File: src/rtl/pipe_wb_if.sv
// Memory-stage to write-back bundle plus the write-back results returned to decode/execute.
interface pipe_wb_if;
  logic        stall;
  logic        flush;
  logic [31:0] Malu, Ma, Mdm, Mpc4, Mcp0, Mcounter, Mq, Mr, Mmuler_hi, Mmuler_lo;
  logic [2:0]  Mrfsource;
  logic [1:0]  Mcuttersource;
  logic        Msign;
  logic [1:0]  Mhisource, Mlosource;
  logic [4:0]  Mrn;
  logic        Mw_rf, Mw_hi, Mw_lo;
  logic        wb_we;
  logic [4:0]  wb_rn;
  logic [31:0] wb_data;
  logic [31:0] hi, lo, hi_next, lo_next;

  modport master (
    output stall, flush, Malu, Ma, Mdm, Mpc4, Mcp0, Mcounter, Mq, Mr, Mmuler_hi, Mmuler_lo,
           Mrfsource, Mcuttersource, Msign, Mhisource, Mlosource, Mrn, Mw_rf, Mw_hi, Mw_lo,
    input  wb_we, wb_rn, wb_data, hi, lo, hi_next, lo_next
  );

  modport slave (
    input  stall, flush, Malu, Ma, Mdm, Mpc4, Mcp0, Mcounter, Mq, Mr, Mmuler_hi, Mmuler_lo,
           Mrfsource, Mcuttersource, Msign, Mhisource, Mlosource, Mrn, Mw_rf, Mw_hi, Mw_lo,
    output wb_we, wb_rn, wb_data, hi, lo, hi_next, lo_next
  );
endinterface

File: src/rtl/pipe_wb_stage.sv
// Write-back stage: MEM/WB register, load cutter, rf write-data select and architectural HI/LO.
module pipe_wb_stage (
  input  logic        clk,
  input  logic        rst_n,
  pipe_wb_if.slave    wb
);
  localparam int unsigned DW = 32;
  localparam int unsigned RW = 5;

  logic [DW-1:0] w_alu, w_a, w_dm, w_pc4, w_cp0, w_counter, w_q, w_r, w_muler_hi, w_muler_lo;
  logic [2:0]    w_rfsource;
  logic [1:0]    w_cuttersource;
  logic          w_sign;
  logic [1:0]    w_hisource, w_losource;
  logic [RW-1:0] w_rn;
  logic          w_w_rf, w_w_hi, w_w_lo;

  logic [DW-1:0] hi_q, lo_q;
  logic [DW-1:0] hi_next_c, lo_next_c;
  logic [DW-1:0] cut_c;
  logic [DW-1:0] wb_data_c;
  logic [7:0]    byte_c;
  logic [15:0]   half_c;

  // MEM/WB register: flush loads a bubble ahead of stall
  always_ff @(posedge clk or negedge rst_n) begin
    if (!rst_n) begin
      w_alu <= '0; w_a <= '0; w_dm <= '0; w_pc4 <= '0; w_cp0 <= '0;
      w_counter <= '0; w_q <= '0; w_r <= '0; w_muler_hi <= '0; w_muler_lo <= '0;
      w_rfsource <= '0; w_cuttersource <= '0; w_sign <= 1'b0;
      w_hisource <= '0; w_losource <= '0; w_rn <= '0;
      w_w_rf <= 1'b0; w_w_hi <= 1'b0; w_w_lo <= 1'b0;
    end else if (wb.flush) begin
      w_alu <= '0; w_a <= '0; w_dm <= '0; w_pc4 <= '0; w_cp0 <= '0;
      w_counter <= '0; w_q <= '0; w_r <= '0; w_muler_hi <= '0; w_muler_lo <= '0;
      w_rfsource <= '0; w_cuttersource <= '0; w_sign <= 1'b0;
      w_hisource <= '0; w_losource <= '0; w_rn <= '0;
      w_w_rf <= 1'b0; w_w_hi <= 1'b0; w_w_lo <= 1'b0;
    end else if (!wb.stall) begin
      w_alu <= wb.Malu; w_a <= wb.Ma; w_dm <= wb.Mdm; w_pc4 <= wb.Mpc4; w_cp0 <= wb.Mcp0;
      w_counter <= wb.Mcounter; w_q <= wb.Mq; w_r <= wb.Mr;
      w_muler_hi <= wb.Mmuler_hi; w_muler_lo <= wb.Mmuler_lo;
      w_rfsource <= wb.Mrfsource; w_cuttersource <= wb.Mcuttersource; w_sign <= wb.Msign;
      w_hisource <= wb.Mhisource; w_losource <= wb.Mlosource; w_rn <= wb.Mrn;
      w_w_rf <= wb.Mw_rf; w_w_hi <= wb.Mw_hi; w_w_lo <= wb.Mw_lo;
    end
  end

  // Load cutter: lane extraction then sign or zero extension
  always_comb begin
    byte_c = w_dm[7:0];
    half_c = w_alu[1] ? w_dm[31:16] : w_dm[15:0];
    cut_c  = w_dm;
    case (w_alu[1:0])
      2'd0:    byte_c = w_dm[7:0];
      2'd1:    byte_c = w_dm[15:8];
      2'd2:    byte_c = w_dm[23:16];
      default: byte_c = w_dm[31:24];
    endcase
    case (w_cuttersource)
      2'd1:    cut_c = {{24{w_sign & byte_c[7]}}, byte_c};
      2'd2:    cut_c = {{16{w_sign & half_c[15]}}, half_c};
      default: cut_c = w_dm;
    endcase
  end

  // Register-file write data; HI/LO sources read the architectural value
  always_comb begin
    wb_data_c = w_alu;
    case (w_rfsource)
      3'd0:    wb_data_c = w_alu;
      3'd1:    wb_data_c = cut_c;
      3'd2:    wb_data_c = w_pc4;
      3'd3:    wb_data_c = hi_q;
      3'd4:    wb_data_c = lo_q;
      3'd5:    wb_data_c = w_cp0;
      3'd6:    wb_data_c = w_counter;
      default: wb_data_c = w_muler_lo;
    endcase
  end

  always_comb begin
    hi_next_c = hi_q;
    lo_next_c = lo_q;
    if (w_w_hi) begin
      case (w_hisource)
        2'd0:    hi_next_c = w_a;
        2'd1:    hi_next_c = w_muler_hi;
        2'd2:    hi_next_c = w_r;
        default: hi_next_c = hi_q;
      endcase
    end
    if (w_w_lo) begin
      case (w_losource)
        2'd0:    lo_next_c = w_a;
        2'd1:    lo_next_c = w_muler_lo;
        2'd2:    lo_next_c = w_q;
        default: lo_next_c = lo_q;
      endcase
    end
  end

  // HI/LO commit only blocked by stall so a flush never drops the WB instruction's write
  always_ff @(posedge clk or negedge rst_n) begin
    if (!rst_n) begin
      hi_q <= '0;
      lo_q <= '0;
    end else if (!wb.stall) begin
      hi_q <= hi_next_c;
      lo_q <= lo_next_c;
    end
  end

  assign wb.wb_we   = w_w_rf & (w_rn != RW'(0));
  assign wb.wb_rn   = w_rn;
  assign wb.wb_data = wb_data_c;
  assign wb.hi      = hi_q;
  assign wb.lo      = lo_q;
  assign wb.hi_next = hi_next_c;
  assign wb.lo_next = lo_next_c;
endmodule

File: src/flat_wrapper.sv
// flat-port wrapper written by rule: the top's interface ports become plain ports
module pipe_wb_stage_flat 
  (clk, rst_n, wb_stall, wb_flush, wb_Malu, wb_Ma, wb_Mdm, wb_Mpc4, wb_Mcp0, wb_Mcounter, wb_Mq, wb_Mr, wb_Mmuler_hi, wb_Mmuler_lo, wb_Mrfsource, wb_Mcuttersource, wb_Msign, wb_Mhisource, wb_Mlosource, wb_Mrn, wb_Mw_rf, wb_Mw_hi, wb_Mw_lo, wb_wb_we, wb_wb_rn, wb_wb_data, wb_hi, wb_lo, wb_hi_next, wb_lo_next);
  pipe_wb_if wb_i ();
  input  logic clk;
  input  logic rst_n;
  input wire logic [$bits(wb_i.stall)-1:0] wb_stall;
  input wire logic [$bits(wb_i.flush)-1:0] wb_flush;
  input wire logic [$bits(wb_i.Malu)-1:0] wb_Malu;
  input wire logic [$bits(wb_i.Ma)-1:0] wb_Ma;
  input wire logic [$bits(wb_i.Mdm)-1:0] wb_Mdm;
  input wire logic [$bits(wb_i.Mpc4)-1:0] wb_Mpc4;
  input wire logic [$bits(wb_i.Mcp0)-1:0] wb_Mcp0;
  input wire logic [$bits(wb_i.Mcounter)-1:0] wb_Mcounter;
  input wire logic [$bits(wb_i.Mq)-1:0] wb_Mq;
  input wire logic [$bits(wb_i.Mr)-1:0] wb_Mr;
  input wire logic [$bits(wb_i.Mmuler_hi)-1:0] wb_Mmuler_hi;
  input wire logic [$bits(wb_i.Mmuler_lo)-1:0] wb_Mmuler_lo;
  input wire logic [$bits(wb_i.Mrfsource)-1:0] wb_Mrfsource;
  input wire logic [$bits(wb_i.Mcuttersource)-1:0] wb_Mcuttersource;
  input wire logic [$bits(wb_i.Msign)-1:0] wb_Msign;
  input wire logic [$bits(wb_i.Mhisource)-1:0] wb_Mhisource;
  input wire logic [$bits(wb_i.Mlosource)-1:0] wb_Mlosource;
  input wire logic [$bits(wb_i.Mrn)-1:0] wb_Mrn;
  input wire logic [$bits(wb_i.Mw_rf)-1:0] wb_Mw_rf;
  input wire logic [$bits(wb_i.Mw_hi)-1:0] wb_Mw_hi;
  input wire logic [$bits(wb_i.Mw_lo)-1:0] wb_Mw_lo;
  output wire logic [$bits(wb_i.wb_we)-1:0] wb_wb_we;
  output wire logic [$bits(wb_i.wb_rn)-1:0] wb_wb_rn;
  output wire logic [$bits(wb_i.wb_data)-1:0] wb_wb_data;
  output wire logic [$bits(wb_i.hi)-1:0] wb_hi;
  output wire logic [$bits(wb_i.lo)-1:0] wb_lo;
  output wire logic [$bits(wb_i.hi_next)-1:0] wb_hi_next;
  output wire logic [$bits(wb_i.lo_next)-1:0] wb_lo_next;
  assign wb_i.stall = wb_stall;
  assign wb_i.flush = wb_flush;
  assign wb_i.Malu = wb_Malu;
  assign wb_i.Ma = wb_Ma;
  assign wb_i.Mdm = wb_Mdm;
  assign wb_i.Mpc4 = wb_Mpc4;
  assign wb_i.Mcp0 = wb_Mcp0;
  assign wb_i.Mcounter = wb_Mcounter;
  assign wb_i.Mq = wb_Mq;
  assign wb_i.Mr = wb_Mr;
  assign wb_i.Mmuler_hi = wb_Mmuler_hi;
  assign wb_i.Mmuler_lo = wb_Mmuler_lo;
  assign wb_i.Mrfsource = wb_Mrfsource;
  assign wb_i.Mcuttersource = wb_Mcuttersource;
  assign wb_i.Msign = wb_Msign;
  assign wb_i.Mhisource = wb_Mhisource;
  assign wb_i.Mlosource = wb_Mlosource;
  assign wb_i.Mrn = wb_Mrn;
  assign wb_i.Mw_rf = wb_Mw_rf;
  assign wb_i.Mw_hi = wb_Mw_hi;
  assign wb_i.Mw_lo = wb_Mw_lo;
  assign wb_wb_we = wb_i.wb_we;
  assign wb_wb_rn = wb_i.wb_rn;
  assign wb_wb_data = wb_i.wb_data;
  assign wb_hi = wb_i.hi;
  assign wb_lo = wb_i.lo;
  assign wb_hi_next = wb_i.hi_next;
  assign wb_lo_next = wb_i.lo_next;
  pipe_wb_stage u_core (.clk(clk), .rst_n(rst_n), .wb(wb_i));
endmodule
File: config.mk
export PLATFORM = sky130hd
export DESIGN_NAME = pipe_wb_stage_flat
export DESIGN_NICKNAME = d
export VERILOG_FILES = /design/src/rtl/pipe_wb_if.sv /design/src/rtl/pipe_wb_stage.sv /design/src/flat_wrapper.sv
export SDC_FILE = /design/constraint.sdc
export NUM_CORES = 1
export LEC_CHECK = 0
export CAP_MARGIN = 25
export CORE_MARGIN = 8
export CORE_UTILIZATION = 45
export DETAILED_ROUTE_END_ITERATION = 10
export HOLD_SLACK_MARGIN = 0.06
export PLACE_DENSITY = 0.74
export RECOVER_POWER = 100
export SLEW_MARGIN = 10
export SYNTH_ARGS = -nofsm -noshare
export SYNTH_HDL_FRONTEND = slang
export SYNTH_SLANG_ARGS = --single-unit
File: constraint.sdc
create_clock -name clk -period 2.35 [get_ports clk]
set_clock_uncertainty 0.1 [all_clocks]
set_input_delay 0.235 -clock clk [delete_from_list [all_inputs] [get_ports clk]]
set_output_delay 0.235 -clock clk [all_outputs]
set_load 0.02 [all_outputs]
==> results list <==
- The cell count after synthesis came out at ~1.9k.
- Post-synthesis instance area: around 20,000 sq um
* Average instance area after synthesis: roughly 11 sq um
* Met3 wire len: between 8000 and 9000 microns
* Met1 wire length: ~38,000 microns
- The number of nets handed over by synthesis was roughly 2.3k.
- Number of buffers on the longest clock path: 3
- Worst setup EP type: primary output
* Wire length per cell: approximately 29 microns
- CTS tree: yes
- Total half-perimeter wirelength after legalization and detailed placement: roughly 67,000 microns
* Filler cell count in the final layout: 3,143
* Worst Reg2Reg Path Length in Cells: 11
- Peak fanout along the critical path: 7
* Combinational family with the most area after synthesis: multiplexers
* Clk Latency, worst-skew pair: about 590 ps
* Largest delay share family, worst path: compound AO/OA/AOI/OAI gates
* Wire length of the first global-routing pass: 138,000 microns
- Power spread over the standard cell area amounts to between 700 and 800 nW/um^2.
- Root Buffer Master: sky130_fd_sc_hd__clkbuf_16
- Outcome: complete, but fails checks
- WP data arrival: 2460 ps
- Die height: approximately 230 microns
- Synthesized-area fraction occupied by and/or/nand/nor cells: under 10%
- For this run, the detailed router's first-pass iteration total came to 6.
- Using the TritonRoute via totals, the vias-per-cell ratio works out to about 6.
- Xor and xnor area share after synthesis: 0%
- Setup repair after global routing could not meet its margin everywhere.
* Adder-Cell Fraction of Synth Area: 0.122%
- The count of nets left with antenna violations once routing finished came out at 0.
* Failing checks: max-capacitance violations, max-slew violations, negative setup slack
* Post-synthesis mux area share: roughly 25%
- The initial antenna violation count is 25.
- After the flow finishes, the layout carries non-filler instances totaling around 3.4k.
- Count of unique library cells instantiated by Yosys: 51
- Entering global routing, the biggest net connects 68 pins.
- After layout, the minimum clock period comes to ~2800 ps.
- Once routing completed, OpenROAD measured the worst setup slack at -448 ps.
- Post-synth EDFFs: 0
* Sequential-to-total area share from yosys stat: around half
- Largest voltage drop on the vdd net: between 0.5 and 0.6 mV
- Layout-stage area growth over the synthesis result: 61.1%
* Width of the die: 230 microns
- Row cnt: 78
* Static leakage: 15.2 nW
* Routed WL: a little under 100,000 microns
* Final Instance Area: approximately 33,000 sq um
- Max H-tree Level: 2
- Register clock-pin slew on the reported worst setup and hold paths: ~60 ps
* WP depth: 8
- The routed layout has ~20k vias.
- STA puts the critical path data required time at 2020 ps.
- The critical path is of the reg -> out type.
- Max-cap violations in this run came to 2.
- Starting utilization of the core area: a little under half
- In the finished design, the share of the clock period the worst path needs comes to 119%.
- After detailed routing, no signal wire sits above met5.
* Yosys reg bits: ~400
- Setup violations remaining at the end of the flow were counted as 145.
* Overall global routing resource usage: about a third
* Iter 0 DRT Violations: around 2.3k
* Residual overflow from global routing: 0
- The most used flip-flop cell after synthesis is sky130_fd_sc_hd__dfrtp_1.
- DRC: 0
- The floorplan step defined a die boundary enclosing approximately 53,000 sq um.
- Slew margin rel.: -28.9%
- Fraction of the mapped netlist area in compound gates: 12.1%
- Count of boundary I/O pins: between 500 and 600
- Final weighted congestion in routability-driven placement: a little under 1
- Port buffering added slightly above 500 buffers.
* Instance count along the most critical hold path: 3
- The clock drives roughly 400 sinks.
* Via count of the first global-routing pass: a little over 20k
* Standard cell core area: around 45,000 sq um
- The final hold violation count is 0.
- Area of placed instances: roughly 28,000 sq um
* Yosys synthesis warning count: 0
- At the pin with the least slew margin, the transition time is 1930 ps.
- Min-Delay Path Class: in -> reg
- The tightest hold path in the finished design has a slack of between 150 and 200 ps.
- Number of clock buffers inserted by TritonCTS: between 40 and 50
* Routed length on met2: between 40,000 and 50,000 microns
* Critical-path cell list: buf_6 -> ha_4 -> nand2_4 -> o22ai_4 -> o221ai_4 -> buf_12 -> o22ai_1 -> buf_4
- Together, buffers and inverters on the worst path number 3.
* Setup Total Neg Slack: -28,940 ps
- Delay of the slowest cell on the worst path: roughly 400 ps
- Crit path launch type: register
* Worst Setup Slack post-DPL: -352 ps
* Number of pins exceeding their max-slew limit in the final report: 129
- Counting flops with an async set or reset pin after synthesis yields a share of 100%.
- The final layout contains roughly 3.1k nets.
* Count of placed standard cells including taps: a little over 3k
- The slowest stage of the critical path is the sky130_fd_sc_hd__dfrtp_1 cell.
- Timing would allow up to approximately 0.36 GHz.
* Share of post-route cells with drive strength above 1: between 30% and 40%
final cells by class:
type | instances | area [sq um] | share of cell area, %
clock inverters | 15 | 211 | 0.638
repair buffers | 921 | 9350 | 28.2
flip-flops and latches | 402 | 10100 | 30.4
diodes | 13 | 32.5 | 0.0982
multi-input cells | 1350 | 11400 | 34.3
clock buffers | 64 | 1320 | 3.98
well taps | 600 | 751 | 2.27
inverters | 8 | 35.0 | 0.106
registers in the layout, summed over array words and instances, names as in the netlist:
register and count:
u_core.wb.wb_rn 5, u_core.w_cuttersource 2, u_core.w_counter 32, u_core.w_muler_hi 32
u_core.w_sign 1, u_core.w_w_hi 1, u_core.w_cp0 32, u_core.w_dm 32
u_core.w_alu 32, u_core.w_a 32, u_core.w_w_rf 1, u_core.w_w_lo 1
u_core.w_r 32, u_core.wb.hi 32, u_core.w_hisource 2, u_core.w_muler_lo 32
u_core.wb.lo 32, u_core.w_rfsource 3, u_core.w_losource 2, u_core.w_pc4 32
u_core.w_q 32
worst reg2reg max path, stage by stage (launching register included):
cell and delay (ps):
sky130_fd_sc_hd__dfrtp_2 630, sky130_fd_sc_hd__buf_8 190, sky130_fd_sc_hd__buf_12 100, sky130_fd_sc_hd__mux2_4 310
sky130_fd_sc_hd__o22ai_4 150, sky130_fd_sc_hd__nand2_2 90, sky130_fd_sc_hd__buf_6 120, sky130_fd_sc_hd__buf_6 100
sky130_fd_sc_hd__buf_6 100, sky130_fd_sc_hd__buf_6 100, sky130_fd_sc_hd__buf_6 100, sky130_fd_sc_hd__o22a_1 210
logic make-up (layout without fill, tap and decap cells):
logic type | after synthesis | count (layout)
AOI/OAI and AO/OA | 352 | 352
adders and majority gates | 2 | 2
buffers and inverters | 180 | 1008
DFF | 402 | 402
muxes | 482 | 482
other | 0 | 13
and+or+nand+nor | 514 | 514
synth_stat cells, types with 8 or more instances:
master,n,area share (%)
sky130_fd_sc_hd__o22a_1,65,2.8
sky130_fd_sc_hd__o21a_1,65,2.4
sky130_fd_sc_hd__dfrtp_1,402,49
sky130_fd_sc_hd__buf_2,66,1.6
sky130_fd_sc_hd__mux2_2,73,4.0
sky130_fd_sc_hd__nor2b_1,8,0.24
sky130_fd_sc_hd__mux2i_1,389,19
sky130_fd_sc_hd__clkbuf_1,85,1.6
sky130_fd_sc_hd__buf_1,11,0.20
sky130_fd_sc_hd__mux4_2,16,1.8
sky130_fd_sc_hd__o22ai_1,88,2.7
sky130_fd_sc_hd__nand2_1,91,1.7
sky130_fd_sc_hd__nor2_1,391,7.1
sky130_fd_sc_hd__a21oi_1,32,0.78
sky130_fd_sc_hd__a211oi_1,11,0.40
sky130_fd_sc_hd__o21ai_0,45,1.1
worst paths after layout:
path                                                      start                           endpoint  slack [ps]
setup / recovery           u_core.w_cuttersource[0]$_DFFE_PN0P_                     wb_wb_data[31]        -450
hold / removal                                        wb_Ma[28]         u_core.w_a[28]$_DFFE_PN0P_         150
setup reg to reg               u_core.w_losource[0]$_DFFE_PN0P_       u_core.wb.lo[30]$_DFFE_PN0N_         -70
hold reg to reg               u_core.w_muler_hi[25]$_DFFE_PN0P_  u_core.w_muler_hi[25]$_DFFE_PN0P_         420
max in group asynchronous                                 rst_n        u_core.w_alu[0]$_DFFE_PN0P_          40
min in group asynchronous                                 rst_n         u_core.w_r[24]$_DFFE_PN0P_         640
through the flow:
| stage | util (%) | power, mW |
|---|---|---|
| 2_1_floorplan | - | 10.9 |
| 3_3_place_gp | 60.9 | 14.6 |
| 3_5_place_dp | 60.9 | 14.6 |
| 4_1_cts | 70.9 | 22.8 |
| 5_1_grt | 73.2 | 23.9 |
| 6_report | 73.2 | 23.2 |
layer usage:
layer  track usage, %  vias up
li1                 -     8508
met1             45.2    10306
met2             53.4     1236
met3             7.54      286
met4             17.4       16
met5                0        -
timing repair:
item / CTS / global route
hold buffers: 3 / 0
cloned: 13 / 7
setup buffers: 185 / 58
pin swaps: 111 / 95
gates resized for setup: 810 / 241
hold endpoints to repair: 377 / 0
endpoints found under the setup margin: 97 / 114
power breakdown:
part           internal [mW]  total, mW  switching, mW
Combinational           3.69       7.34           3.65
Clock                   4.44       7.43           2.99
Sequential              7.53       8.44          0.908
placed cells by master (no fill, tap or decap), drive strengths merged, types with 20 or more instances in the layout:
| cell type | netlist | routed |
|---|---|---|
| mux4 | 20 | 20 |
| dfrtp | 402 | 402 |
| o21a | 65 | 65 |
| clkbuf | 86 | 94 |
| nor2 | 392 | 392 |
| o22a | 65 | 65 |
| mux2i | 389 | 389 |
| o22ai | 88 | 88 |
| nand2 | 91 | 91 |
| o21ai | 45 | 45 |
| clkdlybuf4s50 | 0 | 339 |
| buf | 86 | 480 |
| dlygate4sd3 | 0 | 71 |
| a21oi | 32 | 32 |
| mux2 | 73 | 73 |
No activity file was read; power rests on OpenSTA's default activity.
